===== src/rtl/ppi_bus_control.sv =====
// Bus-interface/control stage of an 8255-style PPI: synchronizes CPU bus cycles into clk-domain strobes.
// Define PPI_CTRL_READBACK_EN to let CPU reads of the control address return the control word.
module ppi_bus_control #(
    parameter int         SYNC_STAGES = 2,
    parameter logic [7:0] CTRL_RESET  = 8'h9B
) (
    input  logic       clk,
    input  logic       reset,
    input  logic       CS_n,
    input  logic       RD_n,
    input  logic       WR_n,
    input  logic [1:0] A,
    input  logic [7:0] D_in,
    output logic [7:0] D_out,
    output logic       D_oe,
    input  logic [7:0] rd_data,
    output logic [1:0] addr_out,
    output logic       READ,
    output logic       WRITE,
    output logic [7:0] wr_data,
    output logic [7:0] ctrl_word,
    output logic       mode_set,
    output logic       bsr_we,
    output logic [2:0] bsr_bit,
    output logic       bsr_val,
    output logic       bus_conflict
);
    typedef enum logic [1:0] {IDLE = 2'd0, WR_ACT = 2'd1, RD_ACT = 2'd2, ERR = 2'd3} state_e;
    localparam logic [1:0] ADDR_CTRL = 2'b11;

    state_e                 state_q, state_d;
    logic [SYNC_STAGES-1:0] cs_sync_q, cs_sync_d, rd_sync_q, rd_sync_d, wr_sync_q, wr_sync_d;
    logic                   cs, rd, wr, commit;
    logic [1:0]             cap_addr_q, cap_addr_d, addr_q, addr_d;
    logic [7:0]             cap_data_q, cap_data_d, wr_data_q, wr_data_d;
    logic [7:0]             ctrl_q, ctrl_d, d_out_q, d_out_d;
    logic [2:0]             bsr_bit_q, bsr_bit_d;
    logic                   bsr_val_q, bsr_val_d, d_oe_q, d_oe_d, read_q, read_d;
    logic                   write_q, write_d, mode_set_q, mode_set_d, bsr_we_q, bsr_we_d;
    logic                   conflict_q, conflict_d;

    always_comb begin
        cs_sync_d = {cs_sync_q[SYNC_STAGES-2:0], CS_n};
        rd_sync_d = {rd_sync_q[SYNC_STAGES-2:0], RD_n};
        wr_sync_d = {wr_sync_q[SYNC_STAGES-2:0], WR_n};
    end

    assign cs     = ~cs_sync_q[SYNC_STAGES-1];
    assign rd     = ~rd_sync_q[SYNC_STAGES-1];
    assign wr     = ~wr_sync_q[SYNC_STAGES-1];
    // A write is committed only when WR is seen to end while CS is still held.
    assign commit = (state_q == WR_ACT) && cs && !rd && !wr;

    always_ff @(posedge clk or posedge reset) begin
        if (reset) state_q <= IDLE;
        else       state_q <= state_d;
    end

    always_comb begin
        state_d = state_q;
        case (state_q)
            IDLE: begin
                if (cs && rd && wr)  state_d = ERR;
                else if (cs && wr)   state_d = WR_ACT;
                else if (cs && rd)   state_d = RD_ACT;
            end
            WR_ACT: begin
                if (!cs)             state_d = IDLE;
                else if (rd)         state_d = ERR;
                else if (!wr)        state_d = IDLE;
            end
            RD_ACT: begin
                if (!cs || !rd)      state_d = IDLE;
                else if (wr)         state_d = ERR;
            end
            ERR: begin
                if (!rd && !wr)      state_d = IDLE;
            end
            default:                 state_d = IDLE;
        endcase
    end

    always_comb begin
        cap_addr_d = cap_addr_q;
        cap_data_d = cap_data_q;
        addr_d     = addr_q;
        wr_data_d  = wr_data_q;
        ctrl_d     = ctrl_q;
        bsr_bit_d  = bsr_bit_q;
        bsr_val_d  = bsr_val_q;
        write_d    = 1'b0;
        mode_set_d = 1'b0;
        bsr_we_d   = 1'b0;
        conflict_d = 1'b0;
        read_d     = 1'b0;
        d_oe_d     = 1'b0;
        d_out_d    = 8'h00;
        if (state_d == WR_ACT) begin
            cap_addr_d = A;
            cap_data_d = D_in;
        end
        if (commit) begin
            if (cap_addr_q != ADDR_CTRL) begin
                write_d   = 1'b1;
                addr_d    = cap_addr_q;
                wr_data_d = cap_data_q;
            end else if (cap_data_q[7]) begin
                ctrl_d     = cap_data_q;
                mode_set_d = 1'b1;
            end else begin
                bsr_we_d  = 1'b1;
                bsr_bit_d = cap_data_q[3:1];
                bsr_val_d = cap_data_q[0];
            end
        end
        if (state_d == ERR && state_q != ERR) conflict_d = 1'b1;
        // rd_data follows addr_out, so D_out trails the address by one cycle.
        if (state_d == RD_ACT) begin
            addr_d = A;
            if (A != ADDR_CTRL) begin
                read_d  = 1'b1;
                d_oe_d  = 1'b1;
                d_out_d = rd_data;
            end else begin
`ifdef PPI_CTRL_READBACK_EN
                d_oe_d  = 1'b1;
                d_out_d = ctrl_q;
`else
                d_oe_d  = 1'b0;
                d_out_d = 8'h00;
`endif
            end
        end
    end

    always_ff @(posedge clk or posedge reset) begin
        if (reset) begin
            cs_sync_q  <= '1;
            rd_sync_q  <= '1;
            wr_sync_q  <= '1;
            cap_addr_q <= 2'b00;
            cap_data_q <= 8'h00;
            addr_q     <= 2'b00;
            wr_data_q  <= 8'h00;
            ctrl_q     <= CTRL_RESET;
            bsr_bit_q  <= 3'd0;
            bsr_val_q  <= 1'b0;
            write_q    <= 1'b0;
            mode_set_q <= 1'b0;
            bsr_we_q   <= 1'b0;
            conflict_q <= 1'b0;
            read_q     <= 1'b0;
            d_oe_q     <= 1'b0;
            d_out_q    <= 8'h00;
        end else begin
            cs_sync_q  <= cs_sync_d;
            rd_sync_q  <= rd_sync_d;
            wr_sync_q  <= wr_sync_d;
            cap_addr_q <= cap_addr_d;
            cap_data_q <= cap_data_d;
            addr_q     <= addr_d;
            wr_data_q  <= wr_data_d;
            ctrl_q     <= ctrl_d;
            bsr_bit_q  <= bsr_bit_d;
            bsr_val_q  <= bsr_val_d;
            write_q    <= write_d;
            mode_set_q <= mode_set_d;
            bsr_we_q   <= bsr_we_d;
            conflict_q <= conflict_d;
            read_q     <= read_d;
            d_oe_q     <= d_oe_d;
            d_out_q    <= d_out_d;
        end
    end

    assign D_out        = d_out_q;
    assign D_oe         = d_oe_q;
    assign addr_out     = addr_q;
    assign READ         = read_q;
    assign WRITE        = write_q;
    assign wr_data      = wr_data_q;
    assign ctrl_word    = ctrl_q;
    assign mode_set     = mode_set_q;
    assign bsr_we       = bsr_we_q;
    assign bsr_bit      = bsr_bit_q;
    assign bsr_val      = bsr_val_q;
    assign bus_conflict = conflict_q;
endmodule


===== config.mk =====
export PLATFORM = sky130hd
export DESIGN_NAME = ppi_bus_control
export DESIGN_NICKNAME = d
export VERILOG_FILES = /design/src/rtl/ppi_bus_control.sv
export SDC_FILE = /design/constraint.sdc
export NUM_CORES = 1
export LEC_CHECK = 0
export CAP_MARGIN = 30
export CORE_ASPECT_RATIO = 1.5
export CORE_MARGIN = 4
export CORE_UTILIZATION = 41
export CTS_CLUSTER_DIAMETER = 200
export CTS_CLUSTER_SIZE = 28
export DETAILED_ROUTE_END_ITERATION = 10
export HOLD_SLACK_MARGIN = 0.15
export PLACE_DENSITY = 0.76
export RECOVER_POWER = 25
export REMOVE_ABC_BUFFERS = 1
export SYNTH_ARGS = -nofsm -noshare
export SYNTH_HDL_FRONTEND = slang
export SYNTH_SLANG_ARGS = --single-unit

===== constraint.sdc =====
create_clock -name clk -period 1.6 [get_ports clk]
set_clock_uncertainty 0.2 [all_clocks]
set_input_delay 0.32 -clock clk [delete_from_list [all_inputs] [get_ports clk]]
set_output_delay 0.32 -clock clk [all_outputs]
set_load 0.01 [all_outputs]

After elaboration in Yosys (flattened, before gate mapping)

Index checks and enable logic that the tools add are counted.

Bits of input ports: 23
Register bits after elaboration: 52
Logic and storage cells: 73
Output and inout bits: 36

Multiplexer cells: 26
Reduce and logical (&&, ||, !) cells: 16
Bitwise gates (word level): 5
Eq/ne operators: 9

Operators with widths:

| cell                 | number |
|---|---|
| $mux W2              | 12 |
| $mux W8              | 2 |
| $mux W1              | 11 |
| $eq A2 B2 Y1 const B | 4 |
| $logic_and A1 B1 Y1  | 8 |
| $pmux W2 S4          | 1 |
| $ne A2 B2 Y1 const B | 3 |
| $reduce_and A3 Y1    | 2 |
| $not A1 Y1           | 5 |
| $eq A2 B1 Y1 const B | 2 |
| $reduce_and A2 Y1    | 2 |
| $reduce_bool A2 Y1   | 2 |
| $logic_not A2 Y1     | 1 |
| $logic_or A1 B1 Y1   | 1 |

Depth between registers and ports, before layout

Word-level depth: 9
Gate-level depth with buffers: 4
Depth with buffers taken out: 3

Worst setup path after synthesis

No wires, ideal clock.

Path kind: register to register
Start: register rd_sync_q[1]
End: register cap_data_q[0]
Slack: -155 ps
Buffers on the path: 1
Setup time: 125 ps
Cell stages (with the launch flop): 4
Arrival time: 1430 ps
Data required time: 1275 ps
Clock period less this slack: 1755 ps
Path through: dfstp_2 nor4b_2 buf_2 mux2_2

Word-level cells in the longest chain between the ends: 7
Elaborated cells on any way between the ends: 14
Classes of those cells: 1 x eq/ne; 8 x mux; 1 x bitwise; 4 x reduce/logical

Ends and longest elaborated chain:

| element                  | RTL line | text |
|---|---|---|
| start: declaration       | 32       | `logic [SYNC_STAGES-1:0] cs_sync_q, cs_sync_d, rd_sync_q, rd_sync_d, wr_sync_q, wr_sync_d;` |
| start signal: assignment | 157      | `rd_sync_q <= rd_sync_d;` |
| $not A1 Y1               | 49       | `assign rd = ~rd_sync_q[SYNC_STAGES-1];` |
| $logic_and A1 B1 Y1      | 63, 65   |  |
| $mux W2                  | 65       | `else if (cs && rd) state_d = RD_ACT;` |
| $mux W2                  | 64       | `else if (cs && wr) state_d = WR_ACT;` |
| $mux W2                  | 63       | `if (cs && rd && wr) state_d = ERR;` |
| $pmux W2 S4 (*)          | 61       | `case (state_q)` |
| $eq A2 B1 Y1 (*)         | 98       | `if (state_d == WR_ACT) begin` |
| end signal: assignment   | 160      | `cap_data_q <= cap_data_d;` |
| end: declaration         | 35       | `logic [7:0] cap_data_q, cap_data_d, wr_data_q, wr_data_d;` |

Mark *: on every way between the ends. The rest lies on a longest branch, timed or not.
A chain may end at the register's enable or synchronous reset.

Worst setup path after layout

Start: register wr_sync_q[1]
End: register cap_data_q[5]

Word-level cells in the longest chain between the ends: 6
Elaborated cells on any way between the ends: 14
Classes of those cells: 1 x eq/ne; 9 x mux; 1 x bitwise; 3 x reduce/logical

Ends and longest elaborated chain:

| element                  | RTL line | text |
|---|---|---|
| start: declaration       | 32       |  |
| start signal: assignment | 158      | `wr_sync_q <= wr_sync_d;` |
| $not A1 Y1               | 50       | `assign wr = ~wr_sync_q[SYNC_STAGES-1];` |
| $logic_and A1 B1 Y1      | 64       |  |
| $mux W2                  | 64       |  |
| $mux W2                  | 63       |  |
| $pmux W2 S4 (*)          | 61       |  |
| $eq A2 B1 Y1 (*)         | 98       |  |

Marked as above.

==> flow_metrics.env <==
export IMPL_status="finished, violations left"
export IMPL_violations="negative setup slack"
export IMPL_syn_instance_count=128
export IMPL_synth_cell_type_count=25
export IMPL_cp_data_arrival_time_ns=1.75
export IMPL_async_reset_ff_share_pct=100
export IMPL_routed_via_density=4.78
export IMPL_clockRootBuffer="clkbuf_8"
export IMPL_synthTopCellsByArea="dfrtp_1 (54%), mux2_2 (15%), dfstp_2 (13%), and2_1 (2.9%), nor4b_2 (1.5%)"
export IMPL_io_buffers=57
export IMPL_hold_path_class="flip-flop to flip-flop"
export IMPL_path_clk_slew_ns=0.10
export IMPL_critPathMaxStageDelay_ns=0.39
export IMPL_fmaxAchievable_mhz=567
export IMPL_hold_violations=0
export IMPL_cts_buffer_depth=2
export IMPL_drc=0
export IMPL_final_seq_area_um2=1310
export IMPL_multiInputGateArea_um2=704
export IMPL_ys_warn_count=0
export IMPL_cts_sinks=52
export IMPL_ys_flop_type="dfrtp_1"
export IMPL_yosysSeqAreaShare_pct=67.0
export IMPL_antenna_found_initial=0
export IMPL_synth_edf_count=0
export IMPL_cts_made_buffers=5
export IMPL_drive_above_1_share_pct=40.0
export IMPL_hpwlAfterDp_um=3350
export IMPL_fin_crit_ns=1.76
export IMPL_initial_core_util_pct=42.8
export IMPL_ios=59
export IMPL_cts_tree="built"
export IMPL_drt_iter0_markers=38
export IMPL_row_count=30
export IMPL_grt_pass1_wl_um=7260
export IMPL_rsz0062_at_grt="yes"
export IMPL_die_area_um2=5980
export IMPL_end_kind="flip-flop"
export IMPL_final_setup_viol_count=44
export IMPL_num_fill_cells=359
export IMPL_clock_latency_ns=0.30
export IMPL_synthDominantCellAreaShare_pct=53.6
export IMPL_antenna_cells=0
export IMPL_layout_setup_ws_ns=-0.163
export IMPL_fin_hold_ws_ns=0.148
export IMPL_crit_required_ns=1.58
export IMPL_ys_ff_latch=52
export IMPL_netlist_area_um2=1960
export IMPL_final_cell_mix="dfrtp_1 (42), dlygate4sd2_1 (31), mux2_2 (26)"
export IMPL_crit_chain="buf_6 -> nor4b_2 -> buf_4 -> mux2_2"
export IMPL_synth_top_area_cell="dfrtp_1"
export IMPL_place_congestion=0.696
export IMPL_mostFrequentLayoutCell="dfrtp_1"
export IMPL_dieHeight_um=92.7
export IMPL_worstPathMaxFanout=10
export IMPL_cts_max_level=2
export IMPL_slew_viol_final=0
export IMPL_dieWidth_um=64.5
export IMPL_power_density_nw_per_um2=1090
export IMPL_power_uw=3170
export IMPL_syn_avg_cell_area_um2=15.3
export IMPL_fin_crit_sh_pct=110
export IMPL_power_leakage_uw=0.00153
export IMPL_grt_start_max_net_pins=29
export IMPL_design_core_area_um2=4580
export IMPL_post_drt_wl_per_cell_um=16.9
export IMPL_final_util_pct=63.8
export IMPL_nets=232
export IMPL_worst_ir_drop_vdd_mv=0.784
export IMPL_drt_first_pass_iters=4
export IMPL_gr_total_overflow=0
export IMPL_antenna_left=0
export IMPL_syn2layout_area_growth_pct=48.9
export IMPL_wirelength_um=4640
export IMPL_start_kind="flip-flop"
export IMPL_crit_type="flip-flop to flip-flop"
export IMPL_grt_pass1_vias=1469
export IMPL_crit_slowest_cell="dfstp_2"
export IMPL_max_cap_violations=0
export IMPL_grtUsageTotal_pct=16.1
export IMPL_routed_via_count=1311
[layer usage]
metal / GRT usage (%) / share of wire, % / up-vias
met1: 16.7 / 36 / 679
met4: 6.00 / 1.8 / 0
li1: - / - / 597
met5: 0 / 0 / -
met3: 2.55 / 3.0 / 6
met2: 31.4 / 59 / 29
[registers in the layout, indices dropped and copies added (netlist names)]
register and cells:
cap_addr_q 2, bsr_we 1, D_out 8, addr_out 2
state_q 2, bus_conflict 1, cs_sync_q 2, rd_sync_q 2
wr_sync_q 2, cap_data_q 8, ctrl_word 7, bsr_val 1
wr_data 8, WRITE 1, READ 1, bsr_bit 3
mode_set 1
[cells in the mapped netlist, types with 2 or more instances]
master,n
nand2_1,6
buf_2,2
dfrtp_1,42
o21ai_0,4
buf_4,3
and2_1,9
mux2_2,27
nor4b_2,2
a31o_2,2
inv_1,6
a31oi_1,2
dfstp_2,10
[worst paths after layout]
kind / start / end / cells past startpoint / slack, ns
setup / recovery: wr_sync_q[1] / cap_data_q[5] / 4 / -0.16
hold / removal: wr_sync_q[0] / wr_sync_q[1] / 0 / 0.15
setup reg to reg: wr_sync_q[1] / cap_data_q[5] / 4 / -0.16
hold reg to reg: wr_sync_q[0] / wr_sync_q[1] / 0 / 0.15
max in group asynchronous: reset / ctrl_word[4] / 4 / -0.03
min in group asynchronous: reset / state_q[1] / 3 / 0.67
[repair_timing]
action	CTS	global route
setup endpoints to repair	72	42
hold buffers	1	0
pin swaps	9	7
gates cloned	2	0
buffers inserted	3	5
resized for setup	58	10
hold endpoints to repair	4	0
[logic make-up (layout without fill, tap and decap cells)]
logic type / count (synthesis) / count (layout) / share of synthesized area [%]
muxes: 27 / 27 / 15.5
other: 1 / 1 / 0.191
and+or+nand+nor: 25 / 26 / 10.3
DFF: 52 / 52 / 67.0
buffers and inverters: 11 / 91 / 2.81
AOI/OAI and AO/OA: 12 / 13 / 4.21
[worst max-delay path, delay by kind of cell, from the launching register on]
kind | cells | cell delay (ns)
flops | 1 | 0.39
buf+inv | 2 | 0.39
mux | 1 | 0.35
simple gates | 1 | 0.32
[metrics by stage]
step / setup slack, ns / setup TNS (ns) / cell area, um^2 / instances
floorplan: -0.383 / -13.52 / 1930 / 123
global placement: -0.110 / -2.39 / 2680 / 255
detailed placement: -0.169 / -3.96 / 2680 / 255
CTS: -0.102 / -1.91 / 2880 / 269
global route: -0.194 / -5.40 / 2920 / 274
finish: -0.163 / -2.85 / 2920 / 274
[where the power goes]
part | total (uW) | switching [uW] | internal (uW)
sequential | 1640 | 127 | 1510
clock | 896 | 422 | 474
combinational | 633 | 276 | 358
[final cells by class]
| cell class | count | area share, % |
|---|---|---|
| clock inverter | 3 | 1.59 |
| inverter | 6 | 0.771 |
| sequential | 52 | 45.0 |
| tap | 64 | 2.74 |
| multi-input combinational | 67 | 24.1 |
| clock buffer | 5 | 2.36 |
| timing repair buffer | 77 | 23.4 |
No activity file was read; power rests on OpenSTA's default activity.
